===== src/rtl/sample_msg_combiner.sv =====
// Merges a sample stream and a framed message stream into one output stream; messages are held until complete.
// Optional macro SAMPLE_MSG_COMBINER_DROP_COUNT_EN adds a saturating dropped-word counter output.
module sample_msg_combiner #(
    parameter int unsigned WIDTH               = 32,
    parameter int unsigned LENGTH_WIDTH        = 10,
    parameter int unsigned SAMPLE_BUFFER_DEPTH = 64,
    parameter int unsigned MSG_BUFFER_DEPTH    = 64
) (
    input  logic             clk,
    input  logic             rst_n,
    input  logic [WIDTH-1:0] in_samples,
    input  logic             in_samples_nd,
    input  logic [WIDTH-1:0] in_msg,
    input  logic             in_msg_nd,
    output logic [WIDTH-1:0] out_data,
    output logic             out_nd,
    output logic             error
`ifdef SAMPLE_MSG_COMBINER_DROP_COUNT_EN
    ,
    output logic [15:0]      out_drop_count
`endif
);

    localparam int unsigned SAW = $clog2(SAMPLE_BUFFER_DEPTH);
    localparam int unsigned MAW = $clog2(MSG_BUFFER_DEPTH);
    localparam logic [SAW:0] S_DEPTH = (SAW+1)'(SAMPLE_BUFFER_DEPTH);
    localparam logic [MAW:0] M_DEPTH = (MAW+1)'(MSG_BUFFER_DEPTH);

    typedef enum logic {ST_IDLE, ST_MSG} state_t;

    // Sample FIFO
    logic [WIDTH-1:0] r_s_mem [SAMPLE_BUFFER_DEPTH];
    logic [SAW:0]     r_s_wp, r_s_rp;
    logic [SAW:0]     w_s_cnt;
    logic             w_s_empty, w_s_full, w_s_wr, w_s_rd, w_s_dropped;
    logic [WIDTH-1:0] w_s_head;

    // Message FIFO
    logic [WIDTH-1:0] r_m_mem [MSG_BUFFER_DEPTH];
    logic [MAW:0]     r_m_wp, r_m_rp;
    logic [MAW:0]     w_m_cnt, w_m_free;
    logic             w_m_empty, w_m_wr, w_m_rd;
    logic [WIDTH-1:0] w_m_head;
    logic             w_m_head_cont;

    // Receive tracking
    logic [LENGTH_WIDTH-1:0] r_rx_rem, w_rx_rem_nxt;
    logic                    r_rx_drop, w_rx_drop_nxt;
    logic [LENGTH_WIDTH-1:0] w_len;
    logic                    w_hdr_fits;
    logic [1:0]              w_cmp_inc;
    logic                    w_cmp_dec;
    logic                    w_m_err, w_m_dropped;
    logic [MAW:0]            r_cmp_cnt;

    // Emit FSM
    state_t                  r_state, w_state_nxt;
    logic [LENGTH_WIDTH-1:0] r_emit_rem, w_emit_rem_nxt;
    logic [WIDTH-1:0]        r_out_data, w_out_data_nxt;
    logic                    r_out_nd, w_out_nd_nxt;
    logic                    r_error;

    assign w_s_cnt   = r_s_wp - r_s_rp;
    assign w_s_empty = (w_s_cnt == '0);
    assign w_s_full  = (w_s_cnt == S_DEPTH);
    assign w_s_head  = r_s_mem[r_s_rp[SAW-1:0]];
    // A read in the same cycle frees the slot, so a full FIFO can still accept
    assign w_s_wr      = in_samples_nd && !in_samples[WIDTH-1] && (!w_s_full || w_s_rd);
    assign w_s_dropped = in_samples_nd && !w_s_wr;

    assign w_m_cnt       = r_m_wp - r_m_rp;
    assign w_m_free      = M_DEPTH - w_m_cnt;
    assign w_m_empty     = (w_m_cnt == '0);
    assign w_m_head      = r_m_mem[r_m_rp[MAW-1:0]];
    assign w_m_head_cont = !w_m_empty && !w_m_head[WIDTH-1];

    assign w_len      = in_msg[WIDTH-2 -: LENGTH_WIDTH];
    assign w_hdr_fits = (32'(w_len) + 32'd1) <= 32'(w_m_free);

    // Message receive: accept whole messages that fit, track and drop the rest
    always_comb begin
        w_rx_rem_nxt  = r_rx_rem;
        w_rx_drop_nxt = r_rx_drop;
        w_m_wr        = 1'b0;
        w_cmp_inc     = 2'd0;
        w_m_err       = 1'b0;
        w_m_dropped   = 1'b0;
        if (in_msg_nd) begin
            if (in_msg[WIDTH-1]) begin
                if (r_rx_rem != '0) begin
                    w_m_err = 1'b1;
                    if (!r_rx_drop) w_cmp_inc = 2'd1;
                end
                w_rx_rem_nxt = w_len;
                if (w_hdr_fits) begin
                    w_m_wr        = 1'b1;
                    w_rx_drop_nxt = 1'b0;
                    if (w_len == '0) w_cmp_inc = w_cmp_inc + 2'd1;
                end else begin
                    w_m_err       = 1'b1;
                    w_m_dropped   = 1'b1;
                    w_rx_drop_nxt = 1'b1;
                end
            end else if (r_rx_rem == '0) begin
                w_m_err     = 1'b1;
                w_m_dropped = 1'b1;
            end else begin
                w_rx_rem_nxt = r_rx_rem - LENGTH_WIDTH'(1);
                if (r_rx_drop) begin
                    w_m_dropped = 1'b1;
                end else begin
                    w_m_wr = 1'b1;
                    if (r_rx_rem == LENGTH_WIDTH'(1)) w_cmp_inc = 2'd1;
                end
            end
        end
    end

    // Emit: finish the current message (stopping early if truncated), else message header, else sample
    always_comb begin
        w_state_nxt    = r_state;
        w_emit_rem_nxt = r_emit_rem;
        w_out_data_nxt = r_out_data;
        w_out_nd_nxt   = 1'b0;
        w_s_rd         = 1'b0;
        w_m_rd         = 1'b0;
        w_cmp_dec      = 1'b0;
        if (r_state == ST_MSG && w_m_head_cont) begin
            w_m_rd         = 1'b1;
            w_out_nd_nxt   = 1'b1;
            w_out_data_nxt = w_m_head;
            w_emit_rem_nxt = r_emit_rem - LENGTH_WIDTH'(1);
            if (r_emit_rem == LENGTH_WIDTH'(1)) w_state_nxt = ST_IDLE;
        end else begin
            w_state_nxt = ST_IDLE;
            if (r_cmp_cnt != '0) begin
                w_m_rd         = 1'b1;
                w_cmp_dec      = 1'b1;
                w_out_nd_nxt   = 1'b1;
                w_out_data_nxt = w_m_head;
                w_emit_rem_nxt = w_m_head[WIDTH-2 -: LENGTH_WIDTH];
                if (w_m_head[WIDTH-2 -: LENGTH_WIDTH] != '0) w_state_nxt = ST_MSG;
            end else if (!w_s_empty) begin
                w_s_rd         = 1'b1;
                w_out_nd_nxt   = 1'b1;
                w_out_data_nxt = w_s_head;
            end
        end
    end

    always_ff @(posedge clk) begin
        if (w_s_wr) r_s_mem[r_s_wp[SAW-1:0]] <= in_samples;
        if (w_m_wr) r_m_mem[r_m_wp[MAW-1:0]] <= in_msg;
    end

    always_ff @(posedge clk or negedge rst_n) begin
        if (!rst_n) begin
            r_s_wp     <= '0;
            r_s_rp     <= '0;
            r_m_wp     <= '0;
            r_m_rp     <= '0;
            r_rx_rem   <= '0;
            r_rx_drop  <= 1'b0;
            r_cmp_cnt  <= '0;
            r_state    <= ST_IDLE;
            r_emit_rem <= '0;
            r_out_data <= '0;
            r_out_nd   <= 1'b0;
            r_error    <= 1'b0;
        end else begin
            if (w_s_wr) r_s_wp <= r_s_wp + (SAW+1)'(1);
            if (w_s_rd) r_s_rp <= r_s_rp + (SAW+1)'(1);
            if (w_m_wr) r_m_wp <= r_m_wp + (MAW+1)'(1);
            if (w_m_rd) r_m_rp <= r_m_rp + (MAW+1)'(1);
            r_rx_rem   <= w_rx_rem_nxt;
            r_rx_drop  <= w_rx_drop_nxt;
            r_cmp_cnt  <= r_cmp_cnt + (MAW+1)'(w_cmp_inc) - (MAW+1)'(w_cmp_dec);
            r_state    <= w_state_nxt;
            r_emit_rem <= w_emit_rem_nxt;
            r_out_data <= w_out_data_nxt;
            r_out_nd   <= w_out_nd_nxt;
            r_error    <= r_error | w_m_err | w_m_dropped | w_s_dropped;
        end
    end

    assign out_data = r_out_data;
    assign out_nd   = r_out_nd;
    assign error    = r_error;

`ifdef SAMPLE_MSG_COMBINER_DROP_COUNT_EN
    logic [15:0] r_drop_cnt;
    logic [16:0] w_drop_sum;

    assign w_drop_sum = 17'(r_drop_cnt) + 17'(w_s_dropped) + 17'(w_m_dropped);

    always_ff @(posedge clk or negedge rst_n) begin
        if (!rst_n) r_drop_cnt <= '0;
        else        r_drop_cnt <= w_drop_sum[16] ? 16'hFFFF : w_drop_sum[15:0];
    end

    assign out_drop_count = r_drop_cnt;
`endif

endmodule

===== config.mk =====
export PLATFORM = sky130hd
export DESIGN_NAME = sample_msg_combiner
export DESIGN_NICKNAME = d
export VERILOG_FILES = /design/src/rtl/sample_msg_combiner.sv
export SDC_FILE = /design/constraint.sdc
export NUM_CORES = 2
export LEC_CHECK = 0
export BUFFER_PORTS_ARGS = -buffer_cell sky130_fd_sc_hd__buf_4
export CORE_UTILIZATION = 55
export DETAILED_ROUTE_END_ITERATION = 12
export PLACE_DENSITY_LB_ADDON = 0.15
export SYNTH_ARGS = -nofsm -noshare
export SYNTH_HDL_FRONTEND = slang
export SYNTH_SLANG_ARGS = --single-unit

===== constraint.sdc =====
create_clock -name clk -period 9.4 [get_ports clk]
set_clock_uncertainty 0.1 [all_clocks]
set_input_delay 0.47 -clock clk [delete_from_list [all_inputs] [get_ports clk]]
set_output_delay 0.47 -clock clk [all_outputs]
set_load 0.05 [all_outputs]

==> impl_metrics.csv <==
group,metric,value,unit
outcome,outcome,"complete, no violations",
timing,post-route-period-util,76.41,%
logic_synthesis,synth_edf_count,4096,
route,routedWlPerCell,33.46,um
global_route,grt_pass1_vias,75440,
route,postRouteAntennaNets,0,
route,drt_iter0_drc,8627,
clocking,ctsResizeCount,0,
logic_synthesis,synth_top_cell_by_area,"edfxtp_1",
global_route,grt_max_degree,139,
clocking,cts_max_path_buffers,4,
logic_synthesis,synth-main-ff-cell,"edfxtp_1",
die,die-area,295800,um^2
logic_synthesis,syn_area,161500,um^2
die,die_h,543.9,um
timing,slew_headroom,4.107,%
layout,final_area,182500,um^2
clocking,clk_latency,960,ps
logic_synthesis,ys_types,73,
worst_setup_path,cp-end-kind,"flip-flop",
worst_setup_path,r2r_slack,2220,ps
route,drc,0,
route,vias,74440,
placement,port_buffers,101,
pwr,p_switching,13780,uW
clocking,cts_root_buffer,"clkbuf_16",
logic_synthesis,syn_avg_cell_area,23.79,um^2
flow_run,max_cap_violations,0,
timing,max_freq,139.2,MHz
placement,hpwlAfterDp,225500,um
pwr,p_sw_share,28.06,%
logic_synthesis,postSynthCellCount,6790,
pwr,pwr-share-comb,22.1,%
worst_setup_path,arrival,7700,ps
timing,final_max_slew_viol_count,0,
logic_synthesis,synth-seq-area-share,77.57,%
timing,fin_crit,7183,ps
global_route,grt-ovfl-total,0,
route,vias_per_cell,6.501,
worst_setup_path,start_kind,"flip-flop",
die,core-area,291600,um^2
die,start_util,55.39,%
pwr,internal_power,35340,uW
placement,routabilityCongestion,0.8757,
clocking,cts_tree,"yes",
timing,setup_violations,0,
clocking,numCtsBuffers,416,
timing,hold_viol,0,
logic_synthesis,async_flop_share,2.173,%
timing,worstMarginPinSlew,1427,ps
die,ioPinCount,102,
global_route,grt_pass1_wl,553100,um
pwr,ir_worst_vdd,0.0002923,V
worst_setup_path,worst-setup-path-type,"reg2reg",
logic_synthesis,yosys_warnings,0,
worst_setup_path,critPathMaxFanout,33,
min_path,hp-class,"in2reg",
global_route,antenna_found_initial,19,
clocking,htree_levels,5,
clocking,hold_buffers,50,
logic_synthesis,syn-num-nets,6901,
die,fp-row-count,198,
placement,postPlaceCellArea,167900,um^2
route,drt_wl_total,383200,um
layout,fill_cells,19430,
layout,fin_nets,7293,
layout,syn_to_final_growth,13.01,%
logic_synthesis,ys_ff_latch,4187,
worst_setup_path,required,9920,ps
clocking,clk_pin_slew_worst_paths,60,ps
pwr,power_frac_clock,34.6,%
timing,rsz0062_at_grt,"no",
logic_synthesis,yosys-top-cells-area,"edfxtp_1, mux4_2, dfrtp_1",
pwr,seq_power_share,43.4,%
pwr,cellPowerDensity,269.1,nW/um^2
route,first_pass_iters,5,
logic_synthesis,synth_top_area_share,76.16,%
global_route,grt_usage,26.25,%
clocking,post_cts_buffers,0,
clocking,clkSinkCount,4187,
pwr,p_leak,0.05689,uW
layout,layout-drive-gt1-share,31.07,%
timing,fin_tns_setup,0,ps
die,die_x,543.9,um
==> Yosys cell counts, types with 10 or more instances <==
master	instances
xnor2_1	31
xor2_1	13
clkbuf_1	200
dfrtp_1	91
buf_1	62
buf_6	18
a22oi_1	22
or3_1	10
inv_1	41
o221ai_1	10
edfxtp_1	4096
a221oi_1	15
a21oi_1	110
nor3_1	32
o21ai_0	39
nor2b_1	11
nand3_1	31
mux2i_1	83
mux4_2	1253
nand2b_1	12
nand4_1	16
nand2_1	107
nor4_1	57
nor2_1	148
ha_1	41
and3_1	11
buf_2	74
==> final timing paths <==
kind / from / to / cells past startpoint
max in group asynchronous: rst_n / r_s_rp[1] / 4
min in group asynchronous: rst_n / out_nd / 3
min reg2reg: r_m_wp[6] / r_m_wp[6] / 1
max: r_m_rp[0] / r_m_mem[18][17] / 17
min: in_msg[0] / r_m_mem[41][0] / 1
max reg2reg: r_m_rp[0] / r_m_mem[18][17] / 17
==> cell usage in the layout (no fill, tap or decap), drive strengths merged, types with 21 or more instances in the layout <==
cell type    netlist  final
edfxtp          4096   4096
mux4            1260   1260
clkbuf           200    496
buf              166    290
clkinv             3    180
nor2             149    149
a21oi            111    111
nand2            107    107
dfrtp             91     91
mux2i             83     83
inv               44     63
bufinv             0     61
nor4              57     57
dlygate4sd3        0     50
o21ai             43     43
ha                41     41
nor3              32     32
nand3             31     31
xnor2             31     31
a22oi             22     22
clkinvlp           0     21
==> through the flow <==
step | setup slack (ps) | power (uW) | utilization [%] | hold WS (ps) | std cells
CTS | 2294 | 49420 | 62.58 | 0.3494 | 11440
detailed placement | 2294 | 32550 | 57.58 | 381.8 | 10610
finish | 2217 | 49120 | 62.59 | 18.08 | 11450
global route | 1950 | 50600 | 62.59 | 21.63 | 11440
global placement | 2220 | 32430 | 57.58 | 374.1 | 10610
floorplan | 2103 | 28460 | - | 74.41 | 6790
==> worst max-delay path, stage by stage, from the launching register on <==
cell and delay [ps]:
dfrtp_4 740, ha_1 350, fa_1 430, nand2b_1 200, a21oi_1 280, nor4_1 110, nor4_1 610, a21oi_1 170
ha_1 340, nand4_1 130, o21bai_1 120, a31oi_1 120, o31ai_1 520, and2_1 400, nand4_1 640, buf_4 430
nor2_4 750, buf_4 340
==> power groups by stage <==
stage               combinational (uW)  clock (uW)  sequential [uW]
finish                           10800       17000            21300
global placement                 10800           0            21700
global route                     11400       17900            21300
detailed placement               10900           0            21700
CTS                              10900       17200            21300
floorplan                         6770           0            21700
==> flip-flops by register name (all words and copies together) (netlist names) <==
register,cells
r_emit_rem,10
r_cmp_cnt,7
out_data,32
r_rx_drop,1
r_m_rp,7
r_rx_rem,10
out_nd,1
r_s_wp,7
r_s_mem,2048
r_m_wp,7
error,1
r_s_rp,7
r_state,1
r_m_mem,2048
==> cell families after synthesis <==
group                      Yosys count  share of synthesized area [%]
xor gates and xnor gates            44                         0.2386
and+or+nand+nor                    466                          1.385
AOI/OAI and AO/OA                  285                          1.148
muxes                             1352                          18.16
adders and majority gates           43                         0.3424
DFF                               4187                          77.57
buffers and inverters              413                          1.154
==> layer usage <==
metal / global-route usage [%] / share of wire [%]
met5: 0 / 0.0070
met3: 3.395 / 6.4
met2: 44.29 / 51
met1: 36.37 / 40
met4: 7.582 / 2.9
==> layout make-up <==
type | count | area, um^2 | share of cell area, %
Timing Repair Buffer | 340 | 2765 | 1.515
Inverter | 47 | 191.4 | 0.1049
Antenna cell | 13 | 32.53 | 0.01782
Clock inverter | 278 | 3229 | 1.769
Clock buffer | 496 | 10840 | 5.941
Tap cell | 3900 | 4880 | 2.674
Sequential cell | 4187 | 125300 | 68.65
Multi-Input combinational cell | 2190 | 35270 | 19.33
(Power assumes the default switching activity.)
